<file path="src/rtl/mul_share_sched_if.sv">
// ============================================================================
// Module      : mul_share_sched_if
// Description : Request/response channel bundle for the shared-multiplier
//               scheduler. Adds req_acc when MULSCHED_ACC_EN is defined.
// Revision    : 1.0 - initial release
// ============================================================================
`default_nettype none

interface mul_share_sched_if #(
    parameter int NREQ = 4,
    parameter int WA   = 6,
    parameter int WB   = 5,
    parameter int WR   = 16
);
    localparam int IDW = (NREQ > 1) ? $clog2(NREQ) : 1;

    logic [NREQ-1:0]    req_valid;
    logic [NREQ-1:0]    req_ready;
    logic [NREQ*WA-1:0] req_a;
    logic [NREQ*WB-1:0] req_b;
`ifdef MULSCHED_ACC_EN
    logic [NREQ-1:0]    req_acc;
`endif
    logic               rsp_valid;
    logic               rsp_ready;
    logic [IDW-1:0]     rsp_id;
    logic [WR-1:0]      rsp_data;

    modport master (
`ifdef MULSCHED_ACC_EN
        output req_acc,
`endif
        output req_valid, req_a, req_b, rsp_ready,
        input  req_ready, rsp_valid, rsp_id, rsp_data
    );

    modport slave (
`ifdef MULSCHED_ACC_EN
        input  req_acc,
`endif
        input  req_valid, req_a, req_b, rsp_ready,
        output req_ready, rsp_valid, rsp_id, rsp_data
    );
endinterface

`default_nettype wire

</file>
<file path="src/rtl/mul_share_sched.sv">
// ============================================================================
// Module      : mul_share_sched
// Description : Round-robin scheduler sharing one multiplier datapath among
//               NREQ requesters; optional accumulate mode via MULSCHED_ACC_EN.
// Revision    : 1.0 - initial release
// ============================================================================
`default_nettype none

module mul_share_sched #(
    parameter int NREQ   = 4,
    parameter int WA     = 6,
    parameter int WB     = 5,
    parameter int WR     = 16,
    parameter int DP_LAT = 1
) (
    input  wire logic          clk,
    input  wire logic          rst_n,
    mul_share_sched_if.slave   bus,
    output logic [WA-1:0]      dp_a,
    output logic [WB-1:0]      dp_b,
    input  wire logic [WR-1:0] dp_res,
    output logic               busy
);
    localparam int IDW = (NREQ > 1) ? $clog2(NREQ) : 1;

    typedef enum logic [1:0] {
        IDLE = 2'd0,
        WAIT = 2'd1,
        RESP = 2'd2
    } state_t;

    state_t         state;
    state_t         state_nxt;
    logic [IDW-1:0] ptr;
    logic [IDW-1:0] gid;
    logic [IDW-1:0] gsel;
    logic [1:0]     cnt;
    logic           found;
    logic           accept;
    logic           capture;
    logic           release_op;
    logic           rsp_valid_q;
    logic [IDW-1:0] rsp_id_q;
    logic [WR-1:0]  rsp_data_q;
    logic [WR-1:0]  result;

    // Rotating priority search starting at ptr
    always_comb begin
        found = 1'b0;
        gsel  = '0;
        for (int k = 0; k < NREQ; k++) begin
            if (!found && bus.req_valid[(int'(ptr) + k) % NREQ]) begin
                found = 1'b1;
                gsel  = IDW'((int'(ptr) + k) % NREQ);
            end
        end
    end

    always_comb begin
        state_nxt  = state;
        accept     = 1'b0;
        capture    = 1'b0;
        release_op = 1'b0;
        case (state)
            IDLE: begin
                if (found) begin
                    accept    = 1'b1;
                    state_nxt = WAIT;
                end
            end
            WAIT: begin
                if (cnt == 2'd0) begin
                    capture   = 1'b1;
                    state_nxt = RESP;
                end
            end
            RESP: begin
                if (bus.rsp_ready) begin
                    release_op = 1'b1;
                    state_nxt  = IDLE;
                end
            end
            default: state_nxt = IDLE;
        endcase
    end

    always_comb begin
        bus.req_ready = '0;
        if (accept) bus.req_ready[gsel] = 1'b1;
    end

`ifdef MULSCHED_ACC_EN
    logic [WR-1:0] acc [NREQ];
    logic          acc_sel;

    assign result = acc_sel ? (acc[gid] + dp_res) : dp_res;

    always_ff @(posedge clk or negedge rst_n) begin
        if (!rst_n) begin
            acc_sel <= 1'b0;
            for (int i = 0; i < NREQ; i++) acc[i] <= '0;
        end else begin
            if (accept)  acc_sel  <= bus.req_acc[gsel];
            if (capture) acc[gid] <= result;
        end
    end
`else
    assign result = dp_res;
`endif

    always_ff @(posedge clk or negedge rst_n) begin
        if (!rst_n) begin
            state       <= IDLE;
            ptr         <= '0;
            gid         <= '0;
            cnt         <= '0;
            dp_a        <= '0;
            dp_b        <= '0;
            rsp_valid_q <= 1'b0;
            rsp_id_q    <= '0;
            rsp_data_q  <= '0;
        end else begin
            state <= state_nxt;
            if (accept) begin
                dp_a <= bus.req_a[int'(gsel)*WA +: WA];
                dp_b <= bus.req_b[int'(gsel)*WB +: WB];
                gid  <= gsel;
                cnt  <= 2'(DP_LAT);
            end
            if (state == WAIT && cnt != 2'd0) cnt <= cnt - 2'd1;
            if (capture) begin
                rsp_data_q  <= result;
                rsp_id_q    <= gid;
                rsp_valid_q <= 1'b1;
            end
            if (release_op) begin
                rsp_valid_q <= 1'b0;
                ptr         <= (int'(gid) == NREQ - 1) ? '0 : gid + IDW'(1);
            end
        end
    end

    assign bus.rsp_valid = rsp_valid_q;
    assign bus.rsp_id    = rsp_id_q;
    assign bus.rsp_data  = rsp_data_q;
    assign busy          = (state != IDLE);

endmodule

`default_nettype wire
</file>
<file path="src/flat_wrapper.sv">
// flat-port wrapper written by rule: the top's interface ports become plain ports
module mul_share_sched_flat 
#(
    parameter int NREQ   = 4,
    parameter int WA     = 6,
    parameter int WB     = 5,
    parameter int WR     = 16,
    parameter int DP_LAT = 1
)
  (clk, rst_n, dp_a, dp_b, dp_res, busy, bus_req_valid, bus_req_a, bus_req_b, bus_rsp_ready, bus_req_ready, bus_rsp_valid, bus_rsp_id, bus_rsp_data);
  mul_share_sched_if #(.NREQ(NREQ), .WA(WA), .WB(WB), .WR(WR)) bus_i ();
  input  wire logic clk;
  input  wire logic rst_n;
  output logic [WA-1:0] dp_a;
  output logic [WB-1:0] dp_b;
  input  wire logic [WR-1:0] dp_res;
  output logic busy;
  input wire logic [$bits(bus_i.req_valid)-1:0] bus_req_valid;
  input wire logic [$bits(bus_i.req_a)-1:0] bus_req_a;
  input wire logic [$bits(bus_i.req_b)-1:0] bus_req_b;
  input wire logic [$bits(bus_i.rsp_ready)-1:0] bus_rsp_ready;
  output wire logic [$bits(bus_i.req_ready)-1:0] bus_req_ready;
  output wire logic [$bits(bus_i.rsp_valid)-1:0] bus_rsp_valid;
  output wire logic [$bits(bus_i.rsp_id)-1:0] bus_rsp_id;
  output wire logic [$bits(bus_i.rsp_data)-1:0] bus_rsp_data;
  assign bus_i.req_valid = bus_req_valid;
  assign bus_i.req_a = bus_req_a;
  assign bus_i.req_b = bus_req_b;
  assign bus_i.rsp_ready = bus_rsp_ready;
  assign bus_req_ready = bus_i.req_ready;
  assign bus_rsp_valid = bus_i.rsp_valid;
  assign bus_rsp_id = bus_i.rsp_id;
  assign bus_rsp_data = bus_i.rsp_data;
  mul_share_sched #(.NREQ(NREQ), .WA(WA), .WB(WB), .WR(WR), .DP_LAT(DP_LAT)) u_core (.clk(clk), .rst_n(rst_n), .bus(bus_i), .dp_a(dp_a), .dp_b(dp_b), .dp_res(dp_res), .busy(busy));
endmodule
</file>
<file path="config.mk">
export PLATFORM = sky130hd
export DESIGN_NAME = mul_share_sched_flat
export DESIGN_NICKNAME = d
export VERILOG_FILES = /design/src/rtl/mul_share_sched_if.sv /design/src/rtl/mul_share_sched.sv /design/src/flat_wrapper.sv
export SDC_FILE = /design/constraint.sdc
export NUM_CORES = 1
export LEC_CHECK = 0
export ABC_AREA = 1
export ABC_CLOCK_PERIOD_IN_PS = 4700
export CORE_ASPECT_RATIO = 1.1
export CORE_UTILIZATION = 44
export CTS_BUF_LIST = sky130_fd_sc_hd__clkbuf_16
export CTS_CLUSTER_DIAMETER = 60
export DETAILED_ROUTE_END_ITERATION = 8
export GPL_TIMING_DRIVEN = 0
export PLACE_DENSITY = 0.85
export RECOVER_POWER = 25
export SLEW_MARGIN = 20
export SYNTH_ARGS = -nofsm -noshare
export SYNTH_HDL_FRONTEND = slang
export SYNTH_SLANG_ARGS = --single-unit
export TNS_END_PERCENT = 30
</file>
<file path="constraint.sdc">
create_clock -name clk -period 4.7 [get_ports clk]
set_input_delay 0.94 -clock clk [delete_from_list [all_inputs] [get_ports clk]]
set_output_delay 0.94 -clock clk [all_outputs]
set_load 0.1 [all_outputs]
</file>
Word level (Yosys, flattened, before mapping). Cells that the tools add are included.

Multiply operators: 2. Add/sub/neg operators: 5. Equality and inequality tests: 6. Shift-type cells: 2. $lt $le $gt $ge: 6. Mux-type cells: 37. Bitwise gates (word level): 3. Reduce and logical (&&, ||, !) cells: 18.

Operators by type and width (number): 20-bit by 32-bit variable part select with 5-bit output (1); 24-bit by 32-bit variable part select with 6-bit output (1); 1-bit 2-to-1 mux (20); 2-bit 2-to-1 mux (10); 3-bit by 4-bit less-than comparator with 1-bit output (second input constant) (3); 1-bit binary-select mux with 2-bit select (4); 2-bit nonzero test (4); 2-bit by 3-bit less-than comparator with 1-bit output (second input constant) (2); 2-bit case mux with 3 select lines (1); 2-bit OR reduction (3); 1-bit logical AND (5); 2-bit by 3-bit multiplier with 5-bit output (second input constant) (1); 2-bit by 1-bit adder with 2-bit output (second input constant) (2); 2-bit adder (second input constant) (2); 2-bit by 1-bit == test with 1-bit output (second input constant) (2); 2-bit logical NOT (2); 2-bit by 2-bit multiplier with 4-bit output (second input constant) (1); 4-bit 2-to-1 mux (1); 2-bit by 1-bit != test with 1-bit output (second input constant) (2); 1-bit AND (first input constant) (3); 1-bit logical NOT (3); 3-bit AND reduction (1); 1-bit demux with 2-bit select (1); 2-bit == test (second input constant) (1); other kinds (3) (3).

Bits in registers: 38. Word-level logic and storage cells: 88. Input bits: 67. Output and inout port bits: 35.

Depth between registers and ports, before layout.
Depth after elaboration: 19. Mapped depth: 15.

Worst setup path after synthesis. No wires, ideal clock.

Path type: input -> output. Start point: input port bus_req_valid[1]. End point: output port bus_req_ready[3]. Stages: 9. Slack: 0.015 ns. Arrival time: 3.745 ns. Buffers on the path: 1. Cells stage by stage: inv_1 nand2_1 nand3_1 nand2_2 nor2_4 nand3_4 nand2_4 buf_4 nor3_1.

Word-level cells in the longest chain between the ends: 17. Elaborated cells on any way between the ends: 33. Classes of those cells: 2 x order compare; 24 x mux; 7 x reduce/logical.

RTL lines: start: declaration (RTL line flat_wrapper.sv:18) `input wire logic [$bits(bus_i.req_valid)-1:0] bus_req_valid;`; 1-bit binary-select mux with 2-bit select (RTL line mul_share_sched.sv:52) `if (!found && bus.req_valid[(int'(ptr) + k) % NREQ]) begin`; 1-bit 2-to-1 mux (not written as such) (RTL line mul_share_sched.sv:52); 1-bit 2-to-1 mux (RTL line mul_share_sched.sv:52); 1-bit logical NOT (RTL line mul_share_sched.sv:52); 1-bit logical AND (RTL line mul_share_sched.sv:52); 1-bit 2-to-1 mux (RTL line mul_share_sched.sv:52); 1-bit logical NOT (RTL line mul_share_sched.sv:52); 1-bit logical AND (RTL line mul_share_sched.sv:52); 1-bit 2-to-1 mux (RTL line mul_share_sched.sv:52); 1-bit logical NOT (RTL line mul_share_sched.sv:52); 1-bit logical AND (RTL line mul_share_sched.sv:52); 2-bit 2-to-1 mux (RTL line mul_share_sched.sv:52); 2-bit by 3-bit less-than comparator with 1-bit output (not written as such) or 2-bit by 1-bit >= comparator with 1-bit output (tied branches) (RTL line mul_share_sched.sv:89) `if (accept) bus.req_ready[gsel] = 1'b1;`; 1-bit logical AND (not written as such) (RTL line mul_share_sched.sv:89); 1-bit 2-to-1 mux (not written as such) (RTL line mul_share_sched.sv:89); 1-bit demux with 2-bit select; 4-bit 2-to-1 mux * (RTL line mul_share_sched.sv:89); end: declaration (RTL line flat_wrapper.sv:22) `output wire logic [$bits(bus_i.req_ready)-1:0] bus_req_ready;`.

Every way passes the cells marked *; elsewhere a longest branch is shown, timed or not. The select of a mux whose other input is x is not followed.

Worst setup path after layout.
Start point: input port bus_req_valid[3]. End point: output port bus_req_ready[0].

Same word-level chain as after synthesis.

==> run summary <==
Crit. End Element - output pin
Crit path largest cell delay - 0.78 ns
Vias - 2245
Row cnt - 26
Final #Nets - 459
Post-CTS setup buffers - 0
GP Congestion - 0.830
Number of CTS-inserted buffers - 5
Post-synthesis compound-gate area fraction - 2.88%
Share of cells above drive strength 1 - 12.8%
Synthesized instance count - 281
Max-slew headroom - 30.9%
Period utilization - 90.6%
Sequential Area - 951 sq um
Final min period - 4.26 ns
Wirelength per Cell - 13.8 um
Startpoint Class - primary input
Root Buffer Master - clkbuf_16
RR Startpoint - u_core.ptr[0]
Post-Synth Adder-Cell Area - 1.13%
Post-CTS Hold Fix Bufs - 0
Worst-Skew Late Latency - 0.27 ns
Tightest Hold Check Type - flop to flop
Antenna-violating nets left - 0
Core Area - 4750 sq um
Max H-tree Level - 2
Cell Area, Synth - 2220 sq um
R2R cell count - 12
Multi-input logic area - 1080 sq um
R2R Setup Slk - 2.83 ns
Most common cell after layout, fill and taps aside - nand2_1
Post-synthesis net count - 350
Hold depth - 2
Initial drt markers - 177
Clock sink total - 38
Antenna Cells - 0
RSZ-0062 raised after global routing - false
# DRC - 0
Die Wd - 69.7 um
DRT Pass-1 Iters - 4
FMAX - 235 MHz
Hold Crit Endpoint - u_core.bus.rsp_id[0]
Status - finished, final reports clean
Fin. max-slew vios - 0
Reg-to-reg endpoint - u_core.dp_b[2]
Vias in the first global route - 2352
Initial antenna violation count - 0
Crit path max-delay cell type - dlymetal6s2s_1
PortBufs - 101
Yosys cell types - 25
Crit Path Max Fanout - 10
First-pass GRT wire length - 10.4 mm
Clk_skew - 0.00333 ns
Hold path start - u_core.bus.rsp_id[0]
Number of vias per cell - 5.02
Worst Max-Slew Pin Slew - 1.04 ns
Avg Inst Size Synth - 7.89 sq um
Setup TNS - 0 ns
Max Buffers Root-to-Sink - 2
Final-report setup violation count - 0
CP arrival - 3.32 ns
Initial core utilization - 46.7%
Largest net degree at the start of global routing - 21
CP cell instances - clkdlybuf4s50_1 -> inv_1 -> nand2_1 -> nand3_1 -> nand2_1 -> inv_1 -> nand3_4 -> nand2_4 -> buf_4 -> nor3_1 -> dlymetal6s2s_1
TritonCTS clock tree - built
Worst path required time - 3.76 ns
Final Hold Fails - 0
Register area share after synthesis - 42.9%
Largest family of logic cells by synthesized area - simple AND/OR/NAND/NOR gates
Synth warnings - 0
Commonest non-fill, non-tap cells in the layout - nand2_1 (114), clkdlybuf4s50_1 (96), nand3_1 (43)
DRT Wirelength - 6.16 mm
Xor/xnor cell area share of the yosys netlist - 0%
GRT Total Usage - 24.3%
Crit Path Category - primary input to output pin
Simple-gate portion of the synthesized area - 36.4%
Area delta synth->final - 57.6%
Max Cap Violations - 0
Fill cell count - 366
Final HPWL DP - 4.72 mm
Worst-path clk slew - 0.05 ns
Die area - 5330 sq um
Die height - 76.5 um
Multiplexer share of the synthesized area - 8.12%
I/O Pins - 102
Total grt overflow - 0
Yosys reg bits - 38
==> sequential cells by signal, summed over array words and instances, names as in the netlist <==
| register | cells |
|---|---|
| u_core.bus.rsp_data | 16 |
| u_core.dp_a | 6 |
| u_core.dp_b | 5 |
| u_core.bus.rsp_id | 2 |
| u_core.cnt | 2 |
| u_core.gid | 2 |
| u_core.ptr | 2 |
| u_core.state | 2 |
| u_core.bus.rsp_valid | 1 |
==> metal layers <==
| layer | track usage [%] | share of wire [%] |
|---|---|---|
| met1 | 28.8 | 41 |
| met2 | 42.1 | 50 |
| met3 | 8.20 | 8.3 |
| met4 | 6.20 | 0.97 |
| met5 | 0 | 0 |
==> Yosys cell counts, drive strengths merged <==
master	n	share of area (%)
dfrtp	38	43
nand2	121	21
and3	1	0.28
clkbuf	1	0.17
ha	2	1.1
mux2	16	8.1
inv	20	3.4
nor2	10	2.5
buf	12	5.0
nand3	45	11
o22ai	1	0.28
nor3	4	0.90
a31oi	1	0.28
o31ai	1	0.34
a21oi	1	0.39
o21ai	7	1.6
==> worst max path at each step <==
stage / from / endpoint / slack (ns) / cells after the start
floorplan: bus_req_valid[1] / bus_req_ready[3] / 0.01 / 9
global placement: bus_req_valid[1] / bus_req_ready[0] / 0.06 / 11
detailed placement: bus_req_valid[3] / bus_req_ready[0] / 0.05 / 11
CTS: bus_req_valid[3] / bus_req_ready[0] / 0.04 / 11
global route: bus_req_valid[3] / bus_req_ready[0] / 0.27 / 11
finish: bus_req_valid[3] / bus_req_ready[0] / 0.44 / 11
==> worst max-delay path, delay by kind of cell <==
kind	cells	cell delay, ns
and+or+nand+nor	6	0.75
buffers and inverters	5	1.61
==> kinds of logic after synthesis <==
logic type               count (synthesis)
AO/OA/AOI/OAI                           11
adder cells (fa/ha/maj)                  2
buffers and inverters                   33
flip-flops                              38
multiplexers                            16
AND/OR/NAND/NOR                        181
==> through the flow <==
step / instances / setup WS, ns / hold WS [ns] / utilization, % / instance area [sq um]
after floorplan: 281 / 0.0145 / 0.474 / - / 2220
after global placement: 438 / 0.0628 / 0.470 / 69.5 / 3300
after detailed placement: 439 / 0.0494 / 0.477 / 69.9 / 3320
after CTS: 447 / 0.0391 / 0.491 / 73.9 / 3510
after global routing: 447 / 0.272 / 0.525 / 73.6 / 3500
final: 447 / 0.441 / 0.488 / 73.6 / 3500
==> layout make-up <==
type	instances	area share, %
clock inverter	3	1.83
buffer	13	3.29
inverter	20	2.15
clock buffer	5	3.58
multi-input combinational	210	30.8
timing repair buffer	102	29.1
tap	56	2.00
sequential	38	27.2
==> timing repair <==
action / in CTS / in global routing
setup endpoints to repair: 0 / 4
endpoints found under the hold margin: 0 / 0
resized for setup: 0 / 4
Power is not shown: default switching activity piles up to over one toggle a cycle in this logic, so the estimate is an artifact.
